[src/rtl/alu_pkg.sv]
// ---------------------------------------------------------------------------
// alu_pkg
// Shared definitions for the ALU and the blocks that drive it.
//   - ALU command encodings (only ADD is issued by the multiply sequencer)
//   - ALU datapath width
//   - Multiply sequencer state encoding
// ---------------------------------------------------------------------------
package alu_pkg;

  localparam int ALU_WIDTH = 32;

  localparam logic [2:0] ADD  = 3'd0;
  localparam logic [2:0] SUB  = 3'd1;
  localparam logic [2:0] XOR  = 3'd2;
  localparam logic [2:0] SLT  = 3'd3;
  localparam logic [2:0] AND  = 3'd4;
  localparam logic [2:0] NAND = 3'd5;
  localparam logic [2:0] NOR  = 3'd6;
  localparam logic [2:0] OR   = 3'd7;

  typedef enum logic [1:0] {
    IDLE = 2'd0,
    RUN  = 2'd1,
    DONE = 2'd2
  } mul_state_t;

endpackage

[src/rtl/alu_mul_sequencer.sv]
// ---------------------------------------------------------------------------
// alu_mul_sequencer
// Unsigned WIDTH x WIDTH -> 2*WIDTH shift-add multiplier that borrows an
// external combinational ALU, issuing one ADD per RUN cycle.
//
// Ports:
//   clk, reset            rising-edge clock, asynchronous active-high reset
//   start                 request, sampled only in IDLE
//   op_a, op_b            multiplicand / multiplier, captured on accepted start
//   busy                  high while in RUN
//   done                  one-cycle pulse in DONE
//   product               result, held until the next completed operation
//   alu_a, alu_b, alu_cmd ALU inputs; driven only in RUN, zero/ADD otherwise
//   alu_out, alu_carryout ALU sum and 33rd sum bit, consumed the same cycle
//
// Configuration:
//   MUL_EARLY_TERM_EN     when defined, RUN stops as soon as the remaining
//                         multiplier bits are all zero and the partial product
//                         is right-aligned with a 64-bit logical shift.
// ---------------------------------------------------------------------------
module alu_mul_sequencer
  import alu_pkg::*;
#(
  parameter int WIDTH = ALU_WIDTH,
  parameter int CNT_W = 6
) (
  input  logic                 clk,
  input  logic                 reset,
  input  logic                 start,
  input  logic [WIDTH-1:0]     op_a,
  input  logic [WIDTH-1:0]     op_b,
  output logic                 busy,
  output logic                 done,
  output logic [2*WIDTH-1:0]   product,
  output logic [WIDTH-1:0]     alu_a,
  output logic [WIDTH-1:0]     alu_b,
  output logic [2:0]           alu_cmd,
  input  logic [WIDTH-1:0]     alu_out,
  input  logic                 alu_carryout
);

  localparam logic [CNT_W-1:0] LAST_CNT = CNT_W'(WIDTH - 1);

  mul_state_t         state_r, state_nxt_s;
  logic [WIDTH-1:0]   m_r, m_nxt_s;
  logic [WIDTH-1:0]   p_hi_r, p_hi_nxt_s;
  logic [WIDTH-1:0]   p_lo_r, p_lo_nxt_s;
  logic [CNT_W-1:0]   cnt_r, cnt_nxt_s;
  logic [2*WIDTH-1:0] product_r, product_nxt_s;
  logic               busy_r, done_r;
  logic [WIDTH-1:0]   alu_a_s, alu_b_s;
  logic [2:0]         alu_cmd_s;

  // Partial product after this cycle's add: {carry, sum, P_lo} shifted right by one.
  logic [WIDTH-1:0]   run_hi_s, run_lo_s;
  logic               run_last_s;
  logic [2*WIDTH-1:0] run_product_s;

  assign run_hi_s = {alu_carryout, alu_out[WIDTH-1:1]};
  assign run_lo_s = {alu_out[0], p_lo_r[WIDTH-1:1]};

`ifdef MUL_EARLY_TERM_EN
  // After cnt+1 iterations the unconsumed multiplier bits sit in
  // run_lo_s[WIDTH-2-cnt:0]; the product bits occupy everything above them.
  logic [WIDTH-1:0] live_mask_s;
  assign live_mask_s   = {WIDTH{1'b1}} >> (cnt_r + CNT_W'(1));
  assign run_last_s    = ((run_lo_s & live_mask_s) == {WIDTH{1'b0}});
  assign run_product_s = {run_hi_s, run_lo_s} >> (LAST_CNT - cnt_r);
`else
  assign run_last_s    = (cnt_r == LAST_CNT);
  assign run_product_s = {run_hi_s, run_lo_s};
`endif

  // Next-state, datapath update and ALU drive.
  always_comb begin
    state_nxt_s   = state_r;
    m_nxt_s       = m_r;
    p_hi_nxt_s    = p_hi_r;
    p_lo_nxt_s    = p_lo_r;
    cnt_nxt_s     = cnt_r;
    product_nxt_s = product_r;
    alu_a_s       = {WIDTH{1'b0}};
    alu_b_s       = {WIDTH{1'b0}};
    alu_cmd_s     = ADD;

    case (state_r)
      IDLE: begin
        if (start) begin
          m_nxt_s     = op_a;
          p_hi_nxt_s  = {WIDTH{1'b0}};
          p_lo_nxt_s  = op_b;
          cnt_nxt_s   = {CNT_W{1'b0}};
          state_nxt_s = RUN;
        end else begin
          state_nxt_s = IDLE;
        end
      end
      RUN: begin
        alu_a_s    = p_hi_r;
        alu_b_s    = p_lo_r[0] ? m_r : {WIDTH{1'b0}};
        alu_cmd_s  = ADD;
        p_hi_nxt_s = run_hi_s;
        p_lo_nxt_s = run_lo_s;
        cnt_nxt_s  = cnt_r + CNT_W'(1);
        if (run_last_s) begin
          product_nxt_s = run_product_s;
          state_nxt_s   = DONE;
        end else begin
          state_nxt_s   = RUN;
        end
      end
      DONE: begin
        state_nxt_s = IDLE;
      end
      default: begin
        state_nxt_s = IDLE;
      end
    endcase
  end

  // State, operand and result registers; busy/done track the state being entered.
  always_ff @(posedge clk or posedge reset) begin
    if (reset) begin
      state_r   <= IDLE;
      m_r       <= {WIDTH{1'b0}};
      p_hi_r    <= {WIDTH{1'b0}};
      p_lo_r    <= {WIDTH{1'b0}};
      cnt_r     <= {CNT_W{1'b0}};
      product_r <= {(2*WIDTH){1'b0}};
      busy_r    <= 1'b0;
      done_r    <= 1'b0;
    end else begin
      state_r   <= state_nxt_s;
      m_r       <= m_nxt_s;
      p_hi_r    <= p_hi_nxt_s;
      p_lo_r    <= p_lo_nxt_s;
      cnt_r     <= cnt_nxt_s;
      product_r <= product_nxt_s;
      busy_r    <= (state_nxt_s == RUN);
      done_r    <= (state_nxt_s == DONE);
    end
  end

  assign busy    = busy_r;
  assign done    = done_r;
  assign product = product_r;
  assign alu_a   = alu_a_s;
  assign alu_b   = alu_b_s;
  assign alu_cmd = alu_cmd_s;

endmodule

[config.mk]
export PLATFORM = sky130hd
export DESIGN_NAME = alu_mul_sequencer
export DESIGN_NICKNAME = d
export VERILOG_FILES = /design/src/rtl/alu_pkg.sv /design/src/rtl/alu_mul_sequencer.sv
export SDC_FILE = /design/constraint.sdc
export NUM_CORES = 1
export LEC_CHECK = 0
export BUFFER_PORTS_ARGS = -buffer_cell sky130_fd_sc_hd__buf_2
export CORE_ASPECT_RATIO = 2
export CORE_MARGIN = 2
export CORE_UTILIZATION = 55
export CTS_CLUSTER_SIZE = 8
export DETAILED_ROUTE_END_ITERATION = 8
export HOLD_SLACK_MARGIN = 0.06
export PLACE_DENSITY = 0.86
export SKIP_LAST_GASP = 1
export SYNTH_ARGS = -nofsm -noshare
export SYNTH_HDL_FRONTEND = slang
export SYNTH_SLANG_ARGS = --single-unit
export TNS_END_PERCENT = 100
[constraint.sdc]
create_clock -name clk -period 15.4 [get_ports clk]
set_clock_uncertainty 0.15 [all_clocks]
set_input_delay 3.08 -clock clk [delete_from_list [all_inputs] [get_ports clk]]
set_output_delay 3.08 -clock clk [all_outputs]
set_load 0.05 [all_outputs]
### After elaboration in Yosys (flattened, before gate mapping)

Cells that the tools add are included.
W data, S select, Z words.

| word-level totals | value |
|---|---|
| word-level logic and storage cells | 31 |
| output and inout port bits | 133 |
| input port bits | 100 |
| bits in registers | 170 |

| operators by class | value |
|---|---|
| add/subtract/negate cells | 1 |
| equality and inequality tests | 5 |
| reductions and logical operators | 5 |
| muxes and demuxes | 12 |

Operators by type and width:

| cell | count |
|---|---|
| $mux W32 | 5 |
| $pmux W32 S2 | 2 |
| $pmux W6 S2 | 1 |
| $add A6 B1 Y6 const B | 1 |
| $eq A6 B5 Y1 const B | 1 |
| $mux W6 | 1 |
| $reduce_and A2 Y1 | 3 |
| $eq A2 B1 Y1 const B | 2 |
| $pmux W2 S2 | 1 |
| $eq A2 B2 Y1 const B | 1 |
| $logic_not A2 Y1 | 1 |
| $mux W2 | 1 |
| $ne A2 B2 Y1 const B | 1 |
| $reduce_bool A2 Y1 | 1 |
| $mux W1 | 1 |

### Logic depth before layout (Yosys ltp)

| logic depth | value |
|---|---|
| depth after elaboration | 4 |
| gate-level depth with buffers | 6 |
| gate-level depth less buffers | 4 |

### Worst setup path before layout

OpenSTA, ideal clock, no wires.

| timing path | value |
|---|---|
| path kind | reg-to-output |
| from | register state_r[1] |
| to | output port alu_b[25] |
| arrival | 1491 ps |
| buffers on the path | 3 |
| stages on the path, launching flop included | 6 |
| data required time | 12170 ps |
| setup slack | 10679 ps |
| cell sequence | dfrtp_1 buf_2 nor2b_1 buf_2 clkbuf_1 and3_1 |

| between the ends | value |
|---|---|
| longest elaborated chain between the ends | 2 |

RTL lines:

| element | line | source |
|---|---|---|
| from (decl) | alu_mul_sequencer.sv:44 | `mul_state_t state_r, state_nxt_s;` |
| from (signal assigned) | alu_mul_sequencer.sv:133 | `state_r <= state_nxt_s;` |
| $eq A2 B1 Y1 | alu_mul_sequencer.sv:86 | `case (state_r)` |
| $mux W32 | alu_mul_sequencer.sv:86 |  |
| to (decl) | alu_mul_sequencer.sv:36 | `output logic [WIDTH-1:0] alu_b,` |

Every way passes these cells.

### Final worst setup path

| timing path | value |
|---|---|
| from | register state_r[1] |
| to | output port alu_b[21] |

Same word-level chain as after synthesis.

==> results_dict.tcl <==
set metrics [dict create \
    clock_path_buffers 2 \
    crit_type "register to primary output" \
    drc 0 \
    first_global_vias 5286 \
    drtIter0Drc 296 \
    grt_max_degree 110 \
    max_freq_mhz 167 \
    async_flop_share_pct 100 \
    synth_warnings 0 \
    fin_crit_ps 6000 \
    antenna_found_initial 1 \
    avgRoutedWirePerCell_um 19.0 \
    die_w_um 84.3 \
    yosysTopAreaCell "dfrtp_1" \
    crit_chain "nor2b_4, buf_4, and3_1, buf_2" \
    gp_congestion 0.822 \
    power.total_mw 1.37 \
    irDropWorstVdd_mv 0.102 \
    crit_slowest_cell "dfrtp_1" \
    status "finished clean" \
    grt_usage_pct 25.0 \
    ctsHoldBuffers 0 \
    num_rows 58 \
    syn_inst 537 \
    avgSynthCellArea_um2 13.2 \
    stdcell_area_um2 8860 \
    crit_end "alu_b[21]" \
    required_ps 12170 \
    synth_area_um2 7080 \
    worstPathArrival_ps 2770 \
    cpPeakStageDelay_ps 810 \
    finalHoldViolCount 0 \
    hpwl_um 11800 \
    dieArea_um2 13900 \
    crit_fanout 97 \
    cts_setup_buffers 0 \
    ys_seq_elements 170 \
    via_per_inst 5.65 \
    setup_ws_ps 9400 \
    whs_path_depth 1 \
    critPathLaunch "state_r[1]$_DFF_PP0_" \
    nets 846 \
    tritoncts "done" \
    yosysMostFrequentCell "dfrtp_1" \
    grt.overflow.total 0 \
    synth-edff-count 0 \
    cts_made_buffers 17 \
    via_count 5143 \
    cp.depth 4 \
    hold_path_class "register to register" \
    synth_top_area_share_pct 60.0 \
    worstRegToRegCells 4 \
    rr_startpoint "state_r[1]$_DFF_PP0_" \
    htree_levels 4 \
    clock-sinks 170 \
    relSlewSlack_pct 12.9 \
    insertion_delay_ps 410 \
    syn2layout_area_growth_pct 25.0 \
    cp-start-kind "register" \
    synth_commonest_cells "dfrtp_1, mux2_1, nand2_1, a22o_1, and3_1" \
    pre_cts_ws_ps 9860 \
    dr.pass1.iters 5 \
    start_util_pct 56.4 \
    drt-total-wl_um 17300 \
    maxCapViolations 0 \
    root_buffer "clkbuf_16" \
    power_leakage_nw 4.40 \
    path_delay_family "buffers and inverters" \
    post_dp_cell_area_um2 8240 \
    synth_area_leaders "dfrtp_1, mux2_1, mux2_4" \
    critPathBufInv 2 \
    ys_types 30 \
    die_h_um 165 \
    clk_pin_slew_ps 70 \
    r2r_setup_slack_ps 12240 \
    holdWs_ps 336 \
    min_from "product[63]$_DFFE_PP0P_" \
    grt_pass1_wl_um 27100 \
    drive_above_1_share_pct 40.4 \
    rsz0062_at_grt "false" \
    place.port_buffers 229 \
    r2r_end "product[1]$_DFFE_PP0P_" \
    ctsResizeCount 0 \
    io_pins 233 \
    tns_ps 0 \
    end_kind "primary output" \
    p_per_area_nw_per_um2 155 \
    seq_area_frac_synth_pct 60.0 \
    finalCritPeriodShare_pct 38.9 \
    finalSetupViolCount 0 \
    maxSlewViolCount 0 \
    postRouteAntennaNets 0 \
    coreArea_um2 12600 \
    worst_slew_pin_slew_ps 1300 \
    synth_flop_cell "dfrtp_1" \
]
cells in the final DEF (no fill, tap or decap), drive strengths merged:
cell      synthesis  layout
bufinv            0       3
ha                1       1
mux2i             2       2
clkinv            0       1
nand2b            1       1
buf              24     234
nand4             2       2
inv               1       7
o21ai            37      37
nor3b             1       1
a22oi            32      32
nor3              2       2
nand2            40      40
clkbuf           23      19
o21bai            1       1
mux2             96      96
or3b              1       1
diode             0       2
dfrtp           170     170
nor2b             2       2
a22o             33      33
conb              1       3
clkinvlp          0       3
and2             32      32
nand3             1       1
and3             33      33
xor2              1       1
flip-flops by register name (all words and copies together) (netlist names):
signal   count
m_r         32
p_lo_r      32
busy         1
state_r      2
product     64
done         1
p_hi_r      32
cnt_r        6
worst register-to-register path: stages (launching register included):
cell and delay [ps]:
dfrtp_1 810, nand2b_1 440, nor3_4 450, buf_4 680, mux2_1 500
how the worst min path moves through the flow:
stage | end | slack (ps)
after floorplan | m_r[24]$_DFFE_PP0N_ | 310
after global placement | product[36]$_DFFE_PP0P_ | 310
after detailed placement | product[60]$_DFFE_PP0P_ | 320
after CTS | product[60]$_DFFE_PP0P_ | 340
after global routing | product[29]$_DFFE_PP0P_ | 350
final | product[63]$_DFFE_PP0P_ | 340
power by group:
part | leakage, nW | total (mW) | internal [mW] | switching [mW]
Combinational | 2.09 | 0.355 | 0.120 | 0.236
Clock | 0.289 | 0.442 | 0.260 | 0.182
Sequential | 2.03 | 0.576 | 0.519 | 0.0568
Total | 4.40 | 1.37 | 0.899 | 0.475
logic make-up (layout without fill, tap and decap cells):
| group | after synthesis | in the layout | synth area share [%] |
|---|---|---|---|
| flip-flops | 170 | 170 | 60.0 |
| AND/OR/NAND/NOR | 115 | 115 | 8.81 |
| AO/OA/AOI/OAI | 103 | 103 | 10.2 |
| adder cells (fa/ha/maj) | 1 | 1 | 0.177 |
| buffers and inverters | 48 | 267 | 3.67 |
| XOR/XNOR | 1 | 1 | 0.124 |
| multiplexers | 98 | 98 | 16.9 |
| other | 1 | 5 | 0.0529 |
routing by layer:
metal / track usage [%] / vias up / routed length [µm]
met2: 44.8 / 185 / 9580
met1: 28.4 / 2601 / 6380
met5: 0 / - / 0
met3: 4.95 / 40 / 753
li1: - / 2317 / -
met4: 11.5 / 0 / 571
area by class of cell:
type                    instances  area, µm²
well taps                     150        188
diodes                          2       5.00
clock inverters                13        179
fillers                       873       3700
flip-flops and latches        170       4250
multi-input cells             321       2610
repair buffers                234       1180
inverters                       1       8.76
clock buffers                  19        433
per-stage QoR:
step	utilization, %	std cells
floorplan	-	539
global placement	65.6	876
detailed placement	65.6	876
CTS	70.5	908
global route	70.5	909
finish	70.5	910
Note: power is estimated with default switching activity, not from simulation.
